$ cat src/rtl/mbist_alg_sequencer.sv
// MBIST algorithm sequencer: runs each selected algorithm on the MBIST top block in ascending order,
// gathers per-algorithm fail/timeout bits and reports one pass/fail verdict.
module mbist_alg_sequencer #(
   parameter int ASNET = 3,
   parameter int TOW   = 20,
   parameter int GAP   = 2
) (
   input  logic             TCLK,
   input  logic             RESET_H,
   input  logic             START,
   input  logic             ABORT,
   input  logic [ASNET:0]   ALG_MASK,
   input  logic             BIST_FAIL,
   input  logic             BIST_DONE,
   output logic             TEST_H,
   output logic [ASNET:0]   ALG_SEL,
   output logic             BUSY,
   output logic             RESULT_VALID,
   output logic [ASNET:0]   FAIL_MAP,
   output logic [ASNET:0]   TIMEOUT_MAP,
   output logic             ALL_PASS
);

   localparam int AW = ASNET + 1;
   localparam int GW = (GAP > 1) ? $clog2(GAP + 1) : 1;
   localparam logic [TOW-1:0] WD_MAX   = {TOW{1'b1}};
   localparam logic [GW-1:0]  GAP_LAST = GW'(GAP - 1);

   typedef enum logic [2:0] {
      ST_IDLE   = 3'd0,
      ST_SCAN   = 3'd1,
      ST_ARM    = 3'd2,
      ST_RUN    = 3'd3,
      ST_DRAIN  = 3'd4,
      ST_REPORT = 3'd5
   } state_t;

   state_t           state_r;
   logic [AW-1:0]    pend_r;
   logic             acc_r;
   logic [TOW-1:0]   wd_r;
   logic [GW-1:0]    gap_r;
   logic [AW-1:0]    sel_s;
   logic [TOW-1:0]   wd_inc_s;
   logic             wd_hit_s;

   // Isolate the lowest set bit of a vector as a one-hot value.
   function automatic logic [AW-1:0] lowest_onehot(input logic [AW-1:0] v);
      return v & (~v + {{(AW-1){1'b0}}, 1'b1});
   endfunction

   // The watchdog fires on the cycle whose count reaches all-ones.
   assign sel_s    = lowest_onehot(pend_r);
   assign wd_inc_s = wd_r + {{(TOW-1){1'b0}}, 1'b1};
   assign wd_hit_s = (wd_inc_s == WD_MAX);

   // Sequencer FSM with all outputs registered.
   always_ff @(posedge TCLK or posedge RESET_H) begin
      if (RESET_H) begin
         state_r      <= ST_IDLE;
         pend_r       <= {AW{1'b0}};
         acc_r        <= 1'b0;
         wd_r         <= {TOW{1'b0}};
         gap_r        <= {GW{1'b0}};
         TEST_H       <= 1'b0;
         ALG_SEL      <= {AW{1'b0}};
         BUSY         <= 1'b0;
         RESULT_VALID <= 1'b0;
         FAIL_MAP     <= {AW{1'b0}};
         TIMEOUT_MAP  <= {AW{1'b0}};
         ALL_PASS     <= 1'b0;
      end else begin
         RESULT_VALID <= 1'b0;
         if (ABORT && (state_r != ST_IDLE)) begin
            state_r <= ST_IDLE;
            TEST_H  <= 1'b0;
            ALG_SEL <= {AW{1'b0}};
            BUSY    <= 1'b0;
         end else begin
            case (state_r)
               ST_IDLE: begin
                  if (START) begin
                     pend_r      <= ALG_MASK;
                     FAIL_MAP    <= {AW{1'b0}};
                     TIMEOUT_MAP <= {AW{1'b0}};
                     ALL_PASS    <= 1'b0;
                     BUSY        <= 1'b1;
                     state_r     <= ST_SCAN;
                  end
               end
               ST_SCAN: begin
                  if (pend_r == {AW{1'b0}}) begin
                     RESULT_VALID <= 1'b1;
                     ALL_PASS     <= ~|FAIL_MAP;
                     state_r      <= ST_REPORT;
                  end else begin
                     ALG_SEL <= sel_s;
                     pend_r  <= pend_r & ~sel_s;
                     acc_r   <= 1'b0;
                     wd_r    <= {TOW{1'b0}};
                     state_r <= ST_ARM;
                  end
               end
               ST_ARM: begin
                  TEST_H  <= 1'b1;
                  state_r <= ST_RUN;
               end
               ST_RUN: begin
                  acc_r <= acc_r | BIST_FAIL;
                  wd_r  <= wd_inc_s;
                  if (BIST_DONE) begin
                     if (acc_r | BIST_FAIL) begin
                        FAIL_MAP <= FAIL_MAP | ALG_SEL;
                     end
                     TEST_H  <= 1'b0;
                     gap_r   <= {GW{1'b0}};
                     wd_r    <= {TOW{1'b0}};
                     state_r <= ST_DRAIN;
                  end else if (wd_hit_s) begin
                     FAIL_MAP    <= FAIL_MAP | ALG_SEL;
                     TIMEOUT_MAP <= TIMEOUT_MAP | ALG_SEL;
                     TEST_H      <= 1'b0;
                     gap_r       <= {GW{1'b0}};
                     wd_r        <= {TOW{1'b0}};
                     state_r     <= ST_DRAIN;
                  end
               end
               ST_DRAIN: begin
                  // Here the watchdog counts consecutive cycles of DONE stuck high.
                  if ((gap_r == GAP_LAST) && !BIST_DONE) begin
                     ALG_SEL <= {AW{1'b0}};
                     state_r <= ST_SCAN;
                  end else if (BIST_DONE && wd_hit_s) begin
                     FAIL_MAP    <= FAIL_MAP | ALG_SEL;
                     TIMEOUT_MAP <= TIMEOUT_MAP | ALG_SEL;
                     ALG_SEL     <= {AW{1'b0}};
                     state_r     <= ST_SCAN;
                  end else begin
                     if (gap_r != GAP_LAST) begin
                        gap_r <= gap_r + {{(GW-1){1'b0}}, 1'b1};
                     end
                     wd_r <= BIST_DONE ? wd_inc_s : {TOW{1'b0}};
                  end
               end
               ST_REPORT: begin
                  BUSY    <= 1'b0;
                  state_r <= ST_IDLE;
               end
               default: begin
                  state_r <= ST_IDLE;
                  TEST_H  <= 1'b0;
                  ALG_SEL <= {AW{1'b0}};
                  BUSY    <= 1'b0;
               end
            endcase
         end
      end
   end

endmodule
$ cat config.mk
export PLATFORM = sky130hd
export DESIGN_NAME = mbist_alg_sequencer
export DESIGN_NICKNAME = d
export VERILOG_FILES = /design/src/rtl/mbist_alg_sequencer.sv
export SDC_FILE = /design/constraint.sdc
export NUM_CORES = 1
export LEC_CHECK = 0
export CAP_MARGIN = 20
export CORE_MARGIN = 5
export CORE_UTILIZATION = 45
export DETAILED_ROUTE_END_ITERATION = 8
export GPL_TIMING_DRIVEN = 0
export HOLD_SLACK_MARGIN = 0.02
export PLACE_DENSITY = 0.75
export SYNTH_ARGS = -nofsm -noshare
export SYNTH_HDL_FRONTEND = slang
export SYNTH_SLANG_ARGS = --single-unit
$ cat constraint.sdc
create_clock -name TCLK -period 3.3 [get_ports TCLK]
set_input_delay 0.33 -clock TCLK [delete_from_list [all_inputs] [get_ports TCLK]]
set_output_delay 0.33 -clock TCLK [all_outputs]
set_load 0.02 [all_outputs]
# Word-level counts from Yosys, hierarchy flattened
# Index checks and enable logic that the tools add are counted.
[op_classes]
addsub = 3
n_eq_ne = 26
n_mux = 56
n_bitwise = 8
reduce_logical = 28
[ops]
columns = ["operator", "n"]
rows = [
  ["20-bit 2-to-1 mux", 6],
  ["4-bit 2-to-1 mux", 16],
  ["20-bit one-hot mux with 3 select lines", 1],
  ["4-bit one-hot mux with 3 select lines", 3],
  ["3-bit 2-to-1 mux", 7],
  ["20-bit by 1-bit adder with 20-bit output, second input constant", 1],
  ["20-bit == test, second input constant", 1],
  ["2-bit != test, second input constant", 9],
  ["4-bit OR reduction", 4],
  ["3-bit one-hot mux with 5 select lines", 1],
  ["7-bit AND reduction", 2],
  ["3-bit != test, second input constant", 4],
  ["1-bit 2-to-1 mux", 11],
  ["2-bit 2-to-1 mux", 5],
  ["3-bit AND reduction", 3],
  ["3-bit nonzero test", 3],
  ["4-bit bitwise AND", 2],
  ["2-bit by 1-bit != test with 1-bit output, second input constant", 4],
  ["4-bit != test, second input constant", 2],
  ["4-bit inverter", 2],
  ["4-bit OR", 2],
  ["4-bit one-hot mux with 2 select lines", 1],
  ["4-bit AND reduction", 2],
  ["3-bit by 2-bit == test with 1-bit output, second input constant", 2],
  ["18 further kinds", 27],
]
[word_totals]
regBits = 46
in_bits = 10
output_inout_bits = 16
word_cells = 133

# Logic depth before layout (Yosys ltp)
# Gate-level depths: netlist of run 1.
[logic_depth]
word_depth = 7
ltp_mapped = 12

# Worst setup path after synthesis of run 1
# OpenSTA, ideal clock, no wires.
[synth_path]
kind = "reg2reg"
from = "register wd_r[1]"
to = "register TEST_H"
setup_time_ps = 121
arrival_time_ps = 2508
slack_ps = 671
path_stages_with_launch = 12
path_buffers = 3
path_cell_list = "dfrtp_1 -> ha_1 -> buf_2 -> nand3_1 -> nor4_2 -> mux2_2 -> nor3_1 -> and2_1 -> buf_6 -> buf_4 -> o22ai_1 -> a22o_1"
[synth_between]
elab_chain_len = 4
[synth_rtl]
columns = ["item", "line_no", "source"]
rows = [
  ["start: declaration", "41", "logic [TOW-1:0] wd_r;"],
  ["start signal: assignment", "63", "wd_r <= {TOW{1'b0}};"],
  ["start signal: assignment", "100", "wd_r <= {TOW{1'b0}};"],
  ["start signal: assignment", "110", "wd_r <= wd_inc_s;"],
  ["20-bit by 1-bit adder with 20-bit output", "54", "assign wd_inc_s = wd_r + {{(TOW-1){1'b0}}, 1'b1};"],
  ["20-bit == test", "55", "assign wd_hit_s = (wd_inc_s == WD_MAX);"],
  ["4-bit != test (no source line)", "--", ""],
  ["2-bit AND reduction (no source line)", "--", ""],
  ["end signal: assignment", "65", "TEST_H <= 1'b0;"],
  ["end signal: assignment", "76", "TEST_H <= 1'b0;"],
  ["end signal: assignment", "105", "TEST_H <= 1'b1;"],
  ["end: declaration", "15", "output logic TEST_H,"],
]
# Every way passes these cells.
# A chain may end at the register's enable or synchronous reset.

# Worst setup path after layout of run 1
# Same ends and word-level chain as after synthesis.

==> results.yml, run 1 <==
sta:
  rsz0062_at_grt: "false"
  tightestPinTransition_ns: 0.614
  fin_skew_ns: 0.00763
  fmax_mhz: 332
  max_slew_margin: 0.590
  fin_crit_ns: 3.01
  final-hold-violation-count: 0
  finalSetupViolations: 0
  slew_violations: 0
  period_share: 0.913
  final.setup.tns_ns: 0
logic_synthesis:
  avgSynthCellArea_um2: 8.31
  syn_area_um2: 2920
  ys_types: 55
  ys_seq_elements: 46
  ys_seq_area_frac: 0.394
  synth_edf_count: 0
  ys.flop_type: "dfrtp_1"
  synth_area_leaders: "dfrtp_1 (39%), nand2_1 (8.9%), a21oi_1 (5.0%)"
  syn-num-nets: 365
  ys_warn_count: 0
  synth_top_cell_area_share: 0.394
  synth.largest_area_cell: "dfrtp_1"
  syn_inst: 352
  async_reset_ff_frac: 1.00
clock_tree:
  hold_buffers: 0
  clkLatencyLatePin_ns: 0.31
  h-tree-depth: 2
  path_clk_slew_ns: 0.10
  cts_buffers: 5
  cts_tree: "done"
  clock_sinks: 46
  cts_root_buffer: "clkbuf_8"
  clockBufferDepth: 2
detailed_routing:
  wl_um: 7690
  drtIter0Drc: 235
  final_antenna_net_count: 0
  via_count: 2840
  vias_per_cell: 6.15
  wl_per_cell_um: 16.7
  drc: 0
  drtPass1Iterations: 6
finish:
  layout.nets: 397
  drive_gt1_frac: 0.0753
  area_growth_pct: 16.6
  ff_latch_area_um2: 1150
  antenna_cells: 0
  fillCellCount: 584
  multi_input_area_um2: 1650
  final_area_um2: 3410
worst_setup_path:
  cp-end-kind: "flip-flop"
  worstReg2RegEnd: "TEST_H"
  critPathKind: "reg2reg"
  path_cells: "ha_1 -> buf_2 -> nand3_1 -> nor4_4 -> mux2_2 -> nor3_2 -> and2_1 -> buf_6 -> buf_4 -> o22ai_1 -> a22o_1"
  critPathRequiredTime_ns: 3.50
  path_max_fanout: 10
  critPathLaunchType: "flip-flop"
  cp.arrival_ns: 3.22
  cp_slowest_stage_delay_ns: 0.54
  rrSetupSlack_ns: 0.29
  worstReg2RegStart: "wd_r[1]"
  cp_slowest_cell: "dfrtp_1"
  r2r_cells: 11
power:
  peakVddDrop_mv: 0.394
  powerDensity_nw_per_um2: 636
  finalPower_uw: 2170
  leakage_uw: 0.00137
die:
  core_region_area_um2: 6350
  fp-row-count: 29
  dieWidth_um: 90.6
  die-area_um2: 8210
  dieHeight_um: 90.6
  start_util: 0.460
  pin_count: 26
place:
  port_buffers: 24
  placed_cell_area_um2: 3280
  hpwl_um: 5460
  routabilityCongestion: 0.932
global_route:
  grt_max_degree: 36
  antenna_found_initial: 0
  grt_pass1_wl_um: 13100
  grt.total_usage: 0.189
  grt-ovfl-total: 0
  grt_pass1_vias: 2711
worst_hold_path:
  holdCritPathClass: "in2async"
run_status:
  outcome: "completed"
flow_run:
  maxCapViolations: 0
-- stage by stage --
step	cells	worst slack, ns	util	hold WS [ns]
6_report	462	0.287	0.537	0.273
5_1_grt	462	0.119	0.537	0.306
4_1_cts	462	0.128	0.535	0.281
3_5_place_dp	454	0.166	0.517	0.490
3_3_place_gp	453	0.152	0.513	0.490
2_1_floorplan	352	0.671	-	0.435
-- Yosys cell counts (all sizes together) (3+ instances only) --
cell / count
nand4b: 3
a211oi: 4
a21oi: 29
ha: 3
nor2b: 3
nand4: 3
and2: 5
dfrtp: 46
nand2b: 3
buf: 9
o22ai: 4
nor2: 22
a22o: 14
nand3: 7
a21o: 5
a32o: 3
a221oi: 13
nand2: 69
mux2: 3
clkbuf: 14
nor3: 11
nor4: 8
and3: 11
inv: 9
o21ai: 20
mux2i: 3
-- kinds of logic (layout without fill, tap and decap cells) --
group / count (synthesis) / in the layout / synth area share
AOI/OAI and AO/OA: 108 / 108 / 0.252
DFF: 46 / 46 / 0.394
xor gates and xnor gates: 1 / 1 / 0.00300
and+or+nand+nor: 155 / 155 / 0.266
buffers and inverters: 32 / 65 / 0.0475
adders and majority gates: 4 / 4 / 0.0163
muxes: 6 / 6 / 0.0218
-- how the worst max path moves through the flow --
stage / from / to / slack (ns) / cells after the start
2_1_floorplan: wd_r[1] / TEST_H / 0.67 / 11
3_3_place_gp: wd_r[1] / TEST_H / 0.15 / 11
3_5_place_dp: wd_r[1] / TEST_H / 0.17 / 11
4_1_cts: wd_r[1] / TEST_H / 0.13 / 11
5_1_grt: wd_r[1] / wd_r[6] / 0.12 / 11
6_report: wd_r[1] / TEST_H / 0.29 / 11
-- critical path: cells and delay by family, from the launching register on --
family	cells	cell delay, ns
and+or+nand+nor	4	0.89
muxes	1	0.41
DFF	1	0.54
AOI/OAI and AO/OA	2	0.34
buffers and inverters	3	0.50
adders and majority gates	1	0.20
-- registers in the layout, summed over array words and instances (netlist names), 2 cells and up --
signal and count:
pend_r 4, FAIL_MAP 4, TIMEOUT_MAP 4, ALG_SEL 4, gap_r 2, state_r 3, wd_r 20
-- layout make-up --
class,count,area share
Inverter,9,0.00991
Multi-Input combinational cell,274,0.483
Sequential cell,46,0.338
Timing Repair Buffer,25,0.0764
Tap cell,77,0.0283
Clock buffer,5,0.0202
Buffer,23,0.0308
Clock inverter,3,0.0132
-- metal layers --
metal,part of all wire,global-route usage
met1,0.44,0.250
met2,0.49,0.314
met3,0.053,0.0283
met4,0.016,0.0670
met5,0,0
-- power by group --
part	switching, uW	internal (uW)
clock network	215	226
registers	76.4	649
logic	667	335
-- cells in the final DEF (no fill, tap or decap), types with 3 or more instances in the layout --
master	synthesis	routed
buf_2	6	6
a221oi_1	13	13
a22o_1	14	14
mux2i_1	3	3
nor2_1	22	22
nand2b_1	3	3
o22ai_1	4	4
clkbuf_8	0	5
inv_1	9	8
mux2_2	3	3
o21ai_0	19	19
ha_1	3	3
a32o_1	3	3
nand2_1	69	69
nor4_1	6	6
a21oi_1	29	29
a21o_1	5	5
clkdlybuf4s50_1	0	24
a211oi_1	4	4
and2_1	5	5
dfrtp_1	46	46
nand4_1	3	3
nand3_1	6	6
nand4b_1	3	3
clkbuf_1	14	14
and3_1	11	11
nor3_1	10	9
nor2b_1	3	3
-- what timing repair did --
action | CTS | global route
endpoints found under the setup margin | 0 | 6
resized for setup | 0 | 2
buffers inserted | 0 | 0
No activity file was read; power rests on OpenSTA's default activity.
==> run 2: changes to the inputs <==
--- a/config.mk
+++ b/config.mk
@@ -6,7 +6,6 @@
 export NUM_CORES = 1
 export LEC_CHECK = 0
 export CAP_MARGIN = 20
-export CORE_MARGIN = 5
 export CORE_UTILIZATION = 45
 export DETAILED_ROUTE_END_ITERATION = 8
 export GPL_TIMING_DRIVEN = 0
==> results.yml, run 2 (synthesis results as in run 1) <==
global_route:
  grt_pass1_vias: 2550
  met3_usage: 0.0374
  antenna_found_initial: 0
  grt_pass1_wl_um: 11800
  grt_use_met1: 0.302
  grt-ovfl-total: 0
  busiest_layer: "met2"
  grt_max_degree: 27
  grt.total_usage: 0.226
  grtUsageMet2: 0.360
worst_setup_path:
  critPathKind: "reg2reg"
  cp.arrival_ns: 3.36
  critPathLaunchType: "flip-flop"
  cp-end-kind: "flip-flop"
  critPathRequiredTime_ns: 3.50
  path_max_fanout: 10
finish:
  antenna_cells: 0
  fin_util: 0.535
  area_growth_pct: 15.6
  final_area_um2: 3380
  final_common_cell: "nand2_1"
  top_register: "wd_r"
  largest_reg_flops: 20
  drive_gt1_frac: 0.0727
  layout.nets: 397
  layout.cells.non_filler: 462
  final_cell_mix: "nand2_1 (69), dfrtp_1 (46), a21oi_1 (29)"
sta:
  final.setup.tns_ns: 0
  fin_skew_ns: 0.00534
  final-hold-violation-count: 0
  max_slew_margin: 0.569
  whs_ns: 0.354
  fin_crit_ns: 3.16
  tightestPinTransition_ns: 0.646
  finalSetupViolations: 0
  slew_violations: 0
  period_share: 0.957
  fmax_mhz: 317
detailed_routing:
  final_antenna_net_count: 0
  via_count: 2896
  drtIter0Drc: 219
  wl_um: 7550
  vias_per_cell: 6.27
  drc: 0
  drtPass1Iterations: 5
  wl_per_cell_um: 16.3
place:
  placed_cell_area_um2: 3280
  hpwl_um: 5310
  dp.cells: 454
  port_buffers: 24
  routabilityCongestion: 0.939
flow_run:
  maxCapViolations: 0
clock_tree:
  cts_root_buffer: "clkbuf_8"
  clkLatencyLatePin_ns: 0.31
  path_clk_slew_ns: 0.09
  cts_tree: "done"
  post_cts_buffers: 0
  cts_buffers: 5
  clock_sinks: 46
  clockBufferDepth: 2
  h-tree-depth: 2
die:
  core_region_area_um2: 6310
  pin_count: 26
  dieHeight_um: 82.6
  start_util: 0.463
  die-area_um2: 6820
  dieWidth_um: 82.6
  fp-row-count: 29
power:
  powerDensity_nw_per_um2: 621
  peakVddDrop_mv: 0.426
  leakage_uw: 0.00136
run_status:
  outcome: "completed"
worst_hold_path:
  holdCritPathClass: "in2async"
[run 2: cell types whose count changed in the layout (fill, tap and decap cells not counted), sizes merged]
cell	change
clkinvlp	-1
clkinv	+2
bufinv	-1
[run 2: critical path, cell delays in order, from the launching register on]
cell and delay, ns:
dfrtp_1 0.54, ha_1 0.20, buf_2 0.20, nand3_1 0.16
nor4_4 0.30, mux2_2 0.40, nor3_1 0.36, and2_1 0.20
buf_6 0.14, buf_4 0.19, o22ai_1 0.10, a22o_1 0.25
[run 2: power breakdown]
| part | internal (uW) | leakage [uW] | switching, uW |
|---|---|---|---|
| logic | 335 | 0.000689 | 680 |
| clock network | 149 | 0.0000441 | 213 |
| registers | 649 | 0.000628 | 74.5 |
| total | 1130 | 0.00136 | 967 |
[run 2: repair_timing]
action / 4_1_cts / 5_1_grt
endpoints found under the setup margin: 0 / 2
resized for setup: 0 / 1
hold buffers: 0 / 0
[run 2: final cells by class]
type                            instances  area (um2)
Clock inverter                          3        21.3
Fill cell                             628        2930
Sequential cell                        46        1150
Tap cell                               77        96.3
Inverter                                9        33.8
Multi-Input combinational cell        274        1640
Clock buffer                            5        68.8
Buffer                                 23         105
Timing Repair Buffer                   25         260
[run 2: final timing paths]
check / from / end / slack, ns / depth (start not counted)
max: wd_r[1] / TEST_H / 0.14 / 11
min: RESET_H / wd_r[3] / 0.35 / 2
max reg2reg: wd_r[1] / TEST_H / 0.14 / 11
min reg2reg: BUSY / BUSY / 0.51 / 2
max in group asynchronous: RESET_H / ALL_PASS / 2.44 / 3
min in group TCLK: BUSY / BUSY / 0.51 / 2
[run 2: stage by stage]
| step | power [uW] | setup WS (ns) |
|---|---|---|
| 2_1_floorplan | 1410 | 0.671 |
| 6_report | 2100 | 0.143 |
| 5_1_grt | 2250 | -0.00291 |
| 3_5_place_dp | 1730 | 0.161 |
| 3_3_place_gp | 1700 | 0.149 |
| 4_1_cts | 2090 | 0.120 |
[run 2: routing by layer]
metal | vias up | part of all wire | wire, um
met5 | - | 0 | 0
met3 | 16 | 0.049 | 370
met2 | 102 | 0.48 | 3630
met4 | 0 | 0.016 | 119
li1 | 1372 | - | -
met1 | 1406 | 0.45 | 3430
==> RTL change: new RTL, config.mk and constraints of run 1 <==
Reset style: synchronous (`RESET_H`), changed in one clocked block.
--- a/src/rtl/mbist_alg_sequencer.sv
+++ b/src/rtl/mbist_alg_sequencer.sv
@@ -56,5 +56,5 @@
 
    // Sequencer FSM with all outputs registered.
-   always_ff @(posedge TCLK or posedge RESET_H) begin
+   always_ff @(posedge TCLK) begin
       if (RESET_H) begin
          state_r      <= ST_IDLE;
Behaviour: differs if RESET_H is asserted again (counterexample within 4 cycles, from zero or initial values and one cycle with RESET_H high); with RESET_H held inactive, the same outputs for 10 cycles.
==> RTL change against run 1 <==
- global-route usage decreased by 0.086 points
- design area shrank 7.2%
- wire length is 9.4% lower
- die area down 5.3%
- sequential share of layout area is 4.6 points lower
- power down 28%
- maximum frequency shrank 1.1%
- clock power is 20% lower
- area after synthesis shrank 5.9%
- critical endpoint is now wd_r[17]
- largest cell class unchanged
- sequential cell count did not move
- worst setup slack got worse by 0.033 ns
==> RTL change: results (changes against run 1) <==
result of the run complete, no violations (unchanged); Hold/Removal Path Class flop to flop (was primary input to asynchronous set/reset pin); largest net degree at the start of global routing 15 (was 36); # nets final 389 (was 397); Post-DP Area 3080 um^2 (was 3280 um^2); Detailed Route Iter0 Violations 188 (was 235); worst-case hold slack 0.484 ns (was 0.273 ns); Post-Syn Instances 345 (was 352); power per cell area 493 nW/um^2 (was 636 nW/um^2); synth top area cells dfxtp_1, nand2_1, o21ai_0 (was dfrtp_1, nand2_1, a21oi_1); CP max stage delay 0.49 ns (was 0.54 ns); GR Util met1 0.254 (was 0.250); DPL Wire Length 5180 um (was 5460 um); Fill cells 572 (was 584); slowest CP cell a21oi_2 (was dfrtp_1); wl on met1 3180 um (was 3380 um); Final Worst Setup Slack 0.254 ns (was 0.287 ns); I/O Buffers 23 (was 24); net count of the mapped netlist 359 (was 365); GPL Wtd Cong 0.943 (was 0.932); total number of vias 2729 (was 2840); via count of the first global-routing pass 2460 (was 2711); register area share after synthesis 0.335 (was 0.394); met3 wire length 435 um (was 406 um); first-pass GRT wire length 11700 um (was 13100 um); worst r2r dst wd_r[17] (was TEST_H); Worst Max-Slew Pin Slew 0.686 ns (was 0.614 ns); Static Leak 0.00113 uW (was 0.00137 uW); placed insts 443 (was 454); crit path DAT 3.29 ns (was 3.22 ns); routed wl met2 3230 um (was 3780 um); Async S/R FF share, synth 0 (was 1.00); Switching Fraction 0.390 (was 0.442); Seq pwr share 0.415 (was 0.335); layout cells sized above 1 0.0904 (was 0.0753); Worst VDD drop 451 uV (was 394 uV); Distinct cells, synth 65 (was 55); met3 Track Usage GR 0.0386 (was 0.0283); P_clk 353 uW (was 441 uW); delay-heaviest family, CP compound AO/OA/AOI/OAI gates (was simple AND/OR/NAND/NOR gates); met2 Usage GRT 0.298 (was 0.314)
==> RTL change: cell count changes after synthesis, sizes merged, moves of 12 or more <==
cell	change
dfrtp	-46
dfxtp	+46
nand2	-37
a221oi	-13
or3	+12
==> RTL change: layout make-up <==
cell class | instances | area, um^2 | share of cell area
buffer | 19 | 101 | 0.0321
clock inverter | 2 | 13.8 | 0.00435
sequential | 46 | 921 | 0.291
multi-input combinational | 262 | 1660 | 0.526
tap | 75 | 93.8 | 0.0297
inverter | 18 | 67.6 | 0.0214
timing repair buffer | 23 | 230 | 0.0728
clock buffer | 6 | 72.6 | 0.0230
==> RTL change: cells by family after synthesis <==
group | Yosys count | share of synthesized area
flip-flops | 46 | 0.335
buffers and inverters | 37 | 0.0614
AND/OR/NAND/NOR | 148 | 0.313
XOR/XNOR | 3 | 0.00955
adder cells (fa/ha/maj) | 4 | 0.0182
multiplexers | 3 | 0.0118
AO/OA/AOI/OAI | 104 | 0.251
